[config.mk]
export PLATFORM = sky130hd
export DESIGN_NAME = gun_position_ctrl
export DESIGN_NICKNAME = d
export VERILOG_FILES = /design/src/rtl/gun_ctrl_pkg.sv /design/src/rtl/gun_axis.sv /design/src/rtl/gun_position_ctrl.sv
export SDC_FILE = /design/constraint.sdc
export NUM_CORES = 1
export LEC_CHECK = 0
export CAP_MARGIN = 25
export CELL_PAD_IN_SITES_DETAIL_PLACEMENT = 0
export CELL_PAD_IN_SITES_GLOBAL_PLACEMENT = 1
export CORE_ASPECT_RATIO = 0.6
export CORE_MARGIN = 2
export CORE_UTILIZATION = 30
export CTS_BUF_LIST = sky130_fd_sc_hd__clkbuf_2 sky130_fd_sc_hd__clkbuf_4 sky130_fd_sc_hd__clkbuf_8
export DETAILED_ROUTE_END_ITERATION = 6
export GPL_ROUTABILITY_DRIVEN = 0
export PLACE_DENSITY_LB_ADDON = 0.12
export SYNTH_ARGS = -nofsm -noshare
export SYNTH_HDL_FRONTEND = slang
export SYNTH_SLANG_ARGS = --single-unit
[constraint.sdc]
create_clock -name clock_12 -period 4.1 [get_ports clock_12]
set_clock_uncertainty 0.2 [all_clocks]
set_input_delay 0.82 -clock clock_12 [delete_from_list [all_inputs] [get_ports clock_12]]
set_output_delay 0.82 -clock clock_12 [all_outputs]
set_load 0.03 [all_outputs]
[src/rtl/gun_ctrl_pkg.sv]
// Shared types and default geometry for the light-gun crosshair controller.
package gun_ctrl_pkg;

  typedef enum logic {IDLE, HOLD} axis_state_t;
  typedef enum logic {DIR_NEG, DIR_POS} axis_dir_t;

  localparam int GUN_POS_W   = 6;
  localparam int GUN_POS_MAX = 63;

endpackage

[src/rtl/gun_axis.sv]
// One crosshair axis: press/auto-repeat FSM, repeat divider and saturating step.
// GUN_ACCEL_EN adds a repeat counter that doubles the step after ACCEL_HOLD repeats.
module gun_axis
  import gun_ctrl_pkg::*;
#(
  parameter int POS_W   = GUN_POS_W,
  parameter int POS_MAX = GUN_POS_MAX,
  parameter int CENTER  = 32,
  parameter int DIV_MAX = 3
`ifdef GUN_ACCEL_EN
  ,
  parameter int ACCEL_HOLD = 8
`endif
) (
  input  logic             clk,
  input  logic             rst_n,
  input  logic             tick_ev,
  input  logic             recenter,
  input  logic             neg,
  input  logic             pos,
  output logic [POS_W-1:0] position,
  output logic             changed,
  output axis_state_t      state
);

  localparam int                DIV_W    = $clog2(DIV_MAX);
  localparam logic [DIV_W-1:0]  DIV_LAST = DIV_W'(DIV_MAX - 1);
  localparam logic [POS_W:0]    MAX_WIDE = (POS_W + 1)'(POS_MAX);
  localparam logic [POS_W-1:0]  CENTER_P = POS_W'(CENTER);

  axis_dir_t        dir;
  axis_dir_t        req_dir;
  logic [DIV_W-1:0] div;
  logic             one_dir;
  logic             fresh;
  logic             rpt;
  logic             do_step;
  logic [POS_W:0]   amt;
  logic [POS_W:0]   wide;
  logic [POS_W:0]   stepped;
  logic [POS_W-1:0] pos_nxt;

`ifdef GUN_ACCEL_EN
  localparam int               REP_W    = $clog2(ACCEL_HOLD + 1);
  localparam logic [REP_W-1:0] REP_FULL = REP_W'(ACCEL_HOLD);
  logic [REP_W-1:0] rep_cnt;
`endif

  always_comb begin
    one_dir = neg ^ pos;
    req_dir = pos ? DIR_POS : DIR_NEG;
    // A reversal while holding behaves exactly like a first press.
    fresh   = one_dir && ((state == IDLE) || (dir != req_dir));
    rpt     = one_dir && (state == HOLD) && (dir == req_dir) && (div == DIV_LAST);
    do_step = tick_ev && (fresh || rpt);
    amt     = (POS_W + 1)'(1);
`ifdef GUN_ACCEL_EN
    if (rpt && (rep_cnt == REP_FULL)) amt = (POS_W + 1)'(2);
`endif
    wide = {1'b0, position};
    if (req_dir == DIR_POS) stepped = ((wide + amt) > MAX_WIDE) ? MAX_WIDE : (wide + amt);
    else                    stepped = (wide < amt) ? '0 : (wide - amt);
    pos_nxt = position;
    if (recenter)     pos_nxt = CENTER_P;
    else if (do_step) pos_nxt = stepped[POS_W-1:0];
    changed = (pos_nxt != position);
  end

  always_ff @(posedge clk or negedge rst_n) begin
    if (!rst_n) begin
      position <= CENTER_P;
      state    <= IDLE;
      dir      <= DIR_NEG;
      div      <= '0;
`ifdef GUN_ACCEL_EN
      rep_cnt  <= '0;
`endif
    end else begin
      position <= pos_nxt;
      if (recenter) begin
        state   <= IDLE;
        div     <= '0;
`ifdef GUN_ACCEL_EN
        rep_cnt <= '0;
`endif
      end else if (tick_ev) begin
        if (!one_dir) begin
          state   <= IDLE;
          div     <= '0;
`ifdef GUN_ACCEL_EN
          rep_cnt <= '0;
`endif
        end else if (fresh) begin
          state   <= HOLD;
          dir     <= req_dir;
          div     <= '0;
`ifdef GUN_ACCEL_EN
          rep_cnt <= '0;
`endif
        end else if (rpt) begin
          div     <= '0;
`ifdef GUN_ACCEL_EN
          if (rep_cnt != REP_FULL) rep_cnt <= rep_cnt + 1'b1;
`endif
        end else begin
          div <= div + 1'b1;
        end
      end
    end
  end

endmodule

[src/rtl/gun_position_ctrl.sv]
// Joystick-to-gun-coordinate wrapper: 4 ms tick edge detect, two axes, update pulse.
// Optional build macro GUN_ACCEL_EN enables held-direction acceleration.
module gun_position_ctrl
  import gun_ctrl_pkg::*;
#(
  parameter int POS_W    = GUN_POS_W,
  parameter int POS_MAX  = GUN_POS_MAX,
  parameter int H_CENTER = 32,
  parameter int V_CENTER = 32,
  parameter int DIV_MAX  = 3
`ifdef GUN_ACCEL_EN
  ,
  parameter int ACCEL_HOLD = 8
`endif
) (
  input  logic             clock_12,
  input  logic             reset_n,
  input  logic             tick_4ms,
  input  logic             joy_left,
  input  logic             joy_right,
  input  logic             joy_up,
  input  logic             joy_down,
  input  logic             recenter,
  output logic [POS_W-1:0] gun_h,
  output logic [POS_W-1:0] gun_v,
  output logic             gun_update,
  output logic             moving
);

  logic        tick_r;
  logic        tick_ev;
  logic        h_changed;
  logic        v_changed;
  axis_state_t h_state;
  axis_state_t v_state;

  assign tick_ev = tick_4ms & ~tick_r;

  always_ff @(posedge clock_12 or negedge reset_n) begin
    if (!reset_n) begin
      tick_r     <= 1'b0;
      gun_update <= 1'b0;
    end else begin
      tick_r     <= tick_4ms;
      // Lines up with the register load of the new coordinate in the axes.
      gun_update <= h_changed | v_changed;
    end
  end

  gun_axis #(
    .POS_W(POS_W), .POS_MAX(POS_MAX), .CENTER(H_CENTER), .DIV_MAX(DIV_MAX)
`ifdef GUN_ACCEL_EN
    , .ACCEL_HOLD(ACCEL_HOLD)
`endif
  ) u_axis_h (
    .clk(clock_12), .rst_n(reset_n), .tick_ev(tick_ev), .recenter(recenter),
    .neg(joy_left), .pos(joy_right),
    .position(gun_h), .changed(h_changed), .state(h_state)
  );

  gun_axis #(
    .POS_W(POS_W), .POS_MAX(POS_MAX), .CENTER(V_CENTER), .DIV_MAX(DIV_MAX)
`ifdef GUN_ACCEL_EN
    , .ACCEL_HOLD(ACCEL_HOLD)
`endif
  ) u_axis_v (
    .clk(clock_12), .rst_n(reset_n), .tick_ev(tick_ev), .recenter(recenter),
    .neg(joy_up), .pos(joy_down),
    .position(gun_v), .changed(v_changed), .state(v_state)
  );

  assign moving = (h_state == HOLD) || (v_state == HOLD);

endmodule

==> report_table.html <==
<table>
<tr><th>Metric</th><th>Value</th></tr>
<tr><th colspan="2">Timing</th></tr>
<tr><td>Worst hold slack after final layout</td><td>0.372 ns</td></tr>
<tr><td>Setup-failing EPs final</td><td>0</td></tr>
<tr><td>Max Freq</td><td>329 MHz</td></tr>
<tr><td>Period utilisation layout</td><td>74.1%</td></tr>
<tr><td>Setup repair after global routing missed its margin</td><td>no</td></tr>
<tr><td>Actual transition at the worst max-transition pin</td><td>0.715 ns</td></tr>
<tr><td>Setup WS post-layout</td><td>1.06 ns</td></tr>
<tr><td>Max Slew Vio Count</td><td>0</td></tr>
<tr><td>Final count of hold timing violations</td><td>0</td></tr>
<tr><td>Slew Limit Headroom</td><td>roughly 52%</td></tr>
<tr><td>Setup Total Neg Slack</td><td>0 ns</td></tr>
<tr><td>Period minus WS final</td><td>3.04 ns</td></tr>
<tr><th colspan="2">Power</th></tr>
<tr><td>Net switching power</td><td>0.208 mW</td></tr>
<tr><td>Power density of the placed cells</td><td>around 280 nW/um2</td></tr>
<tr><td>Worst ir drop on vdd</td><td>146 uV</td></tr>
<tr><td>Combinational Power Share</td><td>29.3%</td></tr>
<tr><td>Overall power after layout</td><td>0.651 mW</td></tr>
<tr><td>Relative contribution of the clock network to total power</td><td>31.9%</td></tr>
<tr><td>Part of the power in registers</td><td>38.8%</td></tr>
<tr><td>Internal Pwr Total</td><td>around 0.44 mW</td></tr>
<tr><td>Switching share of total power</td><td>31.9%</td></tr>
<tr><td>Leakage power</td><td>around 0.90 nW</td></tr>
<tr><th colspan="2">Min path</th></tr>
<tr><td>Class of the tightest hold or removal check</td><td>reg -&gt; reg</td></tr>
<tr><td>Sink of the worst hold path</td><td>u_axis_h.state</td></tr>
<tr><td>Launch instance of the worst min-delay path</td><td>u_axis_h.state</td></tr>
<tr><td>Worst Hold Path Cells</td><td>2</td></tr>
<tr><th colspan="2">Logic synthesis</th></tr>
<tr><td>Count of unique library cells instantiated by Yosys</td><td>66</td></tr>
<tr><td>Area share of xor/xnor cells in the synthesized design</td><td>~1.7%</td></tr>
<tr><td>Post-synthesis sequential area ratio</td><td>26.9%</td></tr>
<tr><td>Multiplexer area fraction after synthesis</td><td>1.95%</td></tr>
<tr><td>Simple-gate share of the synthesized area</td><td>27.8%</td></tr>
<tr><td>Main combinational cell family by area after synthesis</td><td>compound AO/OA/AOI/OAI gates</td></tr>
<tr><td>Synthesized cell area</td><td>2050 um2</td></tr>
<tr><td>Number of instances in the synthesized netlist</td><td>256</td></tr>
<tr><td>Post-synth EDFFs</td><td>0</td></tr>
<tr><td>Post-Syn Nets</td><td>270</td></tr>
<tr><td>Mean Syn Cell Area</td><td>about 8.0 um2</td></tr>
<tr><td>Dominant register cell in the synthesized netlist</td><td>sky130_fd_sc_hd__dfrtp_1</td></tr>
<tr><td>Adder-cell share of the synthesized area</td><td>3.65%</td></tr>
<tr><td>Post-synth ARST share</td><td>100%</td></tr>
<tr><td>Syn. warnings</td><td>0</td></tr>
<tr><td>Post-synthesis compound-gate area fraction</td><td>28.1%</td></tr>
<tr><td>Register bit total from synthesis</td><td>22</td></tr>
<tr><th colspan="2">Global route</th></tr>
<tr><td>Grt ovf</td><td>0</td></tr>
<tr><td>Global-route met1 utilization</td><td>23.9%</td></tr>
<tr><td>First-pass GRT wire length</td><td>roughly 9300 um</td></tr>
<tr><td>Overall track demand over capacity in global routing</td><td>15.3%</td></tr>
<tr><td>Met2 GRT Util</td><td>21.2%</td></tr>
<tr><td>M3 GR Usage</td><td>4.34%</td></tr>
<tr><td>Largest net degree at the start of global routing</td><td>22</td></tr>
<tr><td>Number of antenna violations at the first check in global routing</td><td>0</td></tr>
<tr><td>Most used routing layer in global routing</td><td>met1</td></tr>
<tr><td>Via count of the first global-routing pass</td><td>1751</td></tr>
<tr><th colspan="2">Die</th></tr>
<tr><td>Core area</td><td>6650 um2</td></tr>
<tr><td>Initial cell density of the core</td><td>about 31%</td></tr>
<tr><td>Die area</td><td>7550 um2</td></tr>
<tr><td>I/O pins</td><td>22</td></tr>
<tr><td>Row count</td><td>23</td></tr>
<tr><td>Die Y-Extent</td><td>a little under 70 um</td></tr>
<tr><td>Die Span X</td><td>111 um</td></tr>
<tr><th colspan="2">Final layout</th></tr>
<tr><td>Post-route insts no fill</td><td>352</td></tr>
<tr><td>Fraction of final layout cells with drive strength greater than 1</td><td>9.81%</td></tr>
<tr><td>Final nets</td><td>between 200 and 300</td></tr>
<tr><td>ANT cells</td><td>0</td></tr>
<tr><td>Final Core Density</td><td>35.1%</td></tr>
<tr><td>Area growth, synth to finish</td><td>13.6%</td></tr>
<tr><td>Post-route cell area</td><td>2330 um2</td></tr>
<tr><td>Fillers</td><td>709</td></tr>
<tr><th colspan="2">Clocking</th></tr>
<tr><td>Clock net sink count</td><td>22</td></tr>
<tr><td>Clock transition at the registers of the reported paths</td><td>0.09 ns</td></tr>
<tr><td>Clock root buffer</td><td>sky130_fd_sc_hd__clkbuf_8</td></tr>
<tr><td>Clock Tree Buf Depth</td><td>2</td></tr>
<tr><td>Number of instances resized during post-cts repair</td><td>0</td></tr>
<tr><td>Hold buffers post-CTS</td><td>0</td></tr>
<tr><td>Clock insertion delay at the later pin of the skew report</td><td>0.27 ns</td></tr>
<tr><td>Clock buffer count from CTS</td><td>3</td></tr>
<tr><td>Post-CTS setup-driven buffer insertion count</td><td>0</td></tr>
<tr><td>CTS tree</td><td>built</td></tr>
<tr><td>Number of levels in the clock H-tree</td><td>1</td></tr>
<tr><th colspan="2">Place</th></tr>
<tr><td>Count of buffers from port buffering</td><td>21</td></tr>
<tr><td>Worst setup slack before clock tree synthesis</td><td>0.784 ns</td></tr>
<tr><td>Post-DP HPWL</td><td>4030 um</td></tr>
<tr><td>Post-DP Area</td><td>about 2300 um2</td></tr>
<tr><td>Number of cells in the design after placement</td><td>348</td></tr>
<tr><th colspan="2">Detailed routing</th></tr>
<tr><td>Wire length per cell after detailed routing</td><td>15.7 um</td></tr>
<tr><td>Number of DRC violations after detailed routing</td><td>0</td></tr>
<tr><td>Routed via count</td><td>1933</td></tr>
<tr><td>Routed vias/inst</td><td>5.49</td></tr>
<tr><td>Detailed-routing iteration count for the pre-antenna-repair pass</td><td>4</td></tr>
<tr><td>Starting DRC count in detailed routing</td><td>~140</td></tr>
<tr><td>Remaining antenna violation count</td><td>0</td></tr>
<tr><td>Drt total wl</td><td>5520 um</td></tr>
<tr><th colspan="2">Setup path</th></tr>
<tr><td>Startpoint Class</td><td>input pin</td></tr>
<tr><td>Worst Path Required</td><td>4.06 ns</td></tr>
<tr><td>Worst Path Max Fanout</td><td>21</td></tr>
<tr><td>Reg2reg end</td><td>gun_update</td></tr>
<tr><td>CP endpoint kind</td><td>register</td></tr>
<tr><td>Worst r2r path cells</td><td>8</td></tr>
<tr><td>Register-to-register setup slack</td><td>1.40 ns</td></tr>
<tr><td>Critical path data arrival time</td><td>2.99 ns</td></tr>
<tr><td>Worst reg2reg path startpoint</td><td>u_axis_h.position[1]</td></tr>
<tr><td>Crit Path Class</td><td>in -&gt; reg</td></tr>
<tr><th colspan="2">Run status</th></tr>
<tr><td>Status</td><td>complete, no violations</td></tr>
<tr><th colspan="2">Flow run</th></tr>
<tr><td>Max-Cap Viols</td><td>0</td></tr>
</table>
[routing by layer]
| layer | up-vias | wire length, um |
|---|---|---|
| li1 | 965 | - |
| met1 | 915 | 3050 |
| met2 | 51 | 2110 |
| met3 | 2 | 334 |
| met4 | 0 | 21 |
| met5 | - | 0 |
[synth_stat cells (2+ instances only)]
master | instances | area share (%)
sky130_fd_sc_hd__a211oi_1 | 5 | 1.8
sky130_fd_sc_hd__a21oi_1 | 22 | 5.4
sky130_fd_sc_hd__a22oi_1 | 3 | 1.1
sky130_fd_sc_hd__a311oi_1 | 2 | 0.85
sky130_fd_sc_hd__a31oi_1 | 7 | 2.1
sky130_fd_sc_hd__a32o_1 | 3 | 1.5
sky130_fd_sc_hd__and2_1 | 2 | 0.61
sky130_fd_sc_hd__and4_1 | 2 | 0.85
sky130_fd_sc_hd__buf_2 | 7 | 1.7
sky130_fd_sc_hd__buf_6 | 4 | 2.2
sky130_fd_sc_hd__clkbuf_1 | 4 | 0.73
sky130_fd_sc_hd__clkbuf_8 | 5 | 3.3
sky130_fd_sc_hd__dfrtp_1 | 20 | 24
sky130_fd_sc_hd__dfstp_2 | 2 | 2.6
sky130_fd_sc_hd__ha_1 | 6 | 3.7
sky130_fd_sc_hd__inv_1 | 9 | 1.6
sky130_fd_sc_hd__mux2i_1 | 4 | 1.9
sky130_fd_sc_hd__nand2_1 | 19 | 3.5
sky130_fd_sc_hd__nand2b_1 | 3 | 0.91
sky130_fd_sc_hd__nand3_1 | 11 | 2.7
sky130_fd_sc_hd__nand3b_1 | 2 | 0.73
sky130_fd_sc_hd__nand4_1 | 3 | 0.91
sky130_fd_sc_hd__nor2_1 | 28 | 5.1
sky130_fd_sc_hd__nor2_2 | 2 | 0.61
sky130_fd_sc_hd__nor2b_1 | 7 | 2.1
sky130_fd_sc_hd__nor3_1 | 6 | 1.5
sky130_fd_sc_hd__nor3b_1 | 3 | 1.1
sky130_fd_sc_hd__nor4_1 | 3 | 0.91
sky130_fd_sc_hd__o211ai_1 | 3 | 1.1
sky130_fd_sc_hd__o21ai_0 | 15 | 3.7
sky130_fd_sc_hd__o21bai_1 | 3 | 1.1
sky130_fd_sc_hd__o22ai_1 | 2 | 0.61
sky130_fd_sc_hd__o311a_1 | 2 | 0.97
sky130_fd_sc_hd__or3_1 | 3 | 0.91
sky130_fd_sc_hd__xor2_1 | 3 | 1.3
[worst max-delay path by stage]
stage                              start          to  slack (ns)  cells past startpoint
floorplan           u_axis_v.position[1]  gun_update        1.59                      8
global placement                joy_down  gun_update        0.84                      8
detailed placement              joy_down  gun_update        0.78                      7
CTS                             joy_down  gun_update        1.08                      7
global route                    joy_down  gun_update        0.88                      7
finish                          joy_down  gun_update        1.06                      8
[registers in the layout, summed over array words and instances, names as in the netlist]
name,cells
u_axis_v.position,6
u_axis_v.div,2
u_axis_v.state,1
tick_r,1
u_axis_v.dir,1
u_axis_h.position,6
u_axis_h.dir,1
gun_update,1
u_axis_h.div,2
u_axis_h.state,1
[power groups by stage]
stage	Combinational [mW]	Sequential (mW)	Clock, mW
2_1_floorplan	0.129	0.259	0
3_3_place_gp	0.189	0.258	0
3_5_place_dp	0.190	0.257	0
4_1_cts	0.191	0.252	0.214
5_1_grt	0.210	0.256	0.223
6_report	0.190	0.253	0.208
[cells in the final DEF (no fill, tap or decap), types with 3 or more instances in the layout]
cell                              count
sky130_fd_sc_hd__a211oi_1             5
sky130_fd_sc_hd__a21oi_1             22
sky130_fd_sc_hd__a22oi_1              3
sky130_fd_sc_hd__a31oi_1              7
sky130_fd_sc_hd__a32o_1               3
sky130_fd_sc_hd__buf_4                4
sky130_fd_sc_hd__clkbuf_8             3
sky130_fd_sc_hd__clkdlybuf4s50_1     21
sky130_fd_sc_hd__dfrtp_1             20
sky130_fd_sc_hd__ha_1                 6
sky130_fd_sc_hd__inv_1                9
sky130_fd_sc_hd__mux2i_1              4
sky130_fd_sc_hd__nand2_1             19
sky130_fd_sc_hd__nand2b_1             3
sky130_fd_sc_hd__nand3_1             11
sky130_fd_sc_hd__nand4_1              3
sky130_fd_sc_hd__nor2_1              28
sky130_fd_sc_hd__nor2b_1              7
sky130_fd_sc_hd__nor3_1               6
sky130_fd_sc_hd__nor3b_1              3
sky130_fd_sc_hd__nor4_1               3
sky130_fd_sc_hd__o211ai_1             3
sky130_fd_sc_hd__o21ai_0             15
sky130_fd_sc_hd__o21bai_1             3
sky130_fd_sc_hd__or3_1                3
sky130_fd_sc_hd__xor2_1               3
[kinds of logic after synthesis]
group | count (synthesis)
AO/OA/AOI/OAI | 85
adder cells (fa/ha/maj) | 6
AND/OR/NAND/NOR | 105
flip-flops | 22
buffers and inverters | 30
multiplexers | 4
XOR/XNOR | 4
[area by class of cell]
cell class | instances | area, um2 | area share (%)
inverters | 9 | 33.8 | 1.45
multi-input cells | 204 | 1300 | 55.7
repair buffers | 26 | 268 | 11.5
flip-flops and latches | 22 | 553 | 23.7
clock inverters | 1 | 30.0 | 1.29
well taps | 87 | 109 | 4.66
clock buffers | 3 | 41.3 | 1.77
[critical path, stage by stage]
cell                              delay (ns)
sky130_fd_sc_hd__clkdlybuf4s50_1        0.91
sky130_fd_sc_hd__nor2b_1                0.17
sky130_fd_sc_hd__o311a_2                0.19
sky130_fd_sc_hd__nor2_2                 0.31
sky130_fd_sc_hd__o21bai_1               0.14
sky130_fd_sc_hd__a32o_1                 0.21
sky130_fd_sc_hd__a31oi_1                0.15
sky130_fd_sc_hd__nand3_1                0.09
No activity file was read; power rests on OpenSTA's default activity.
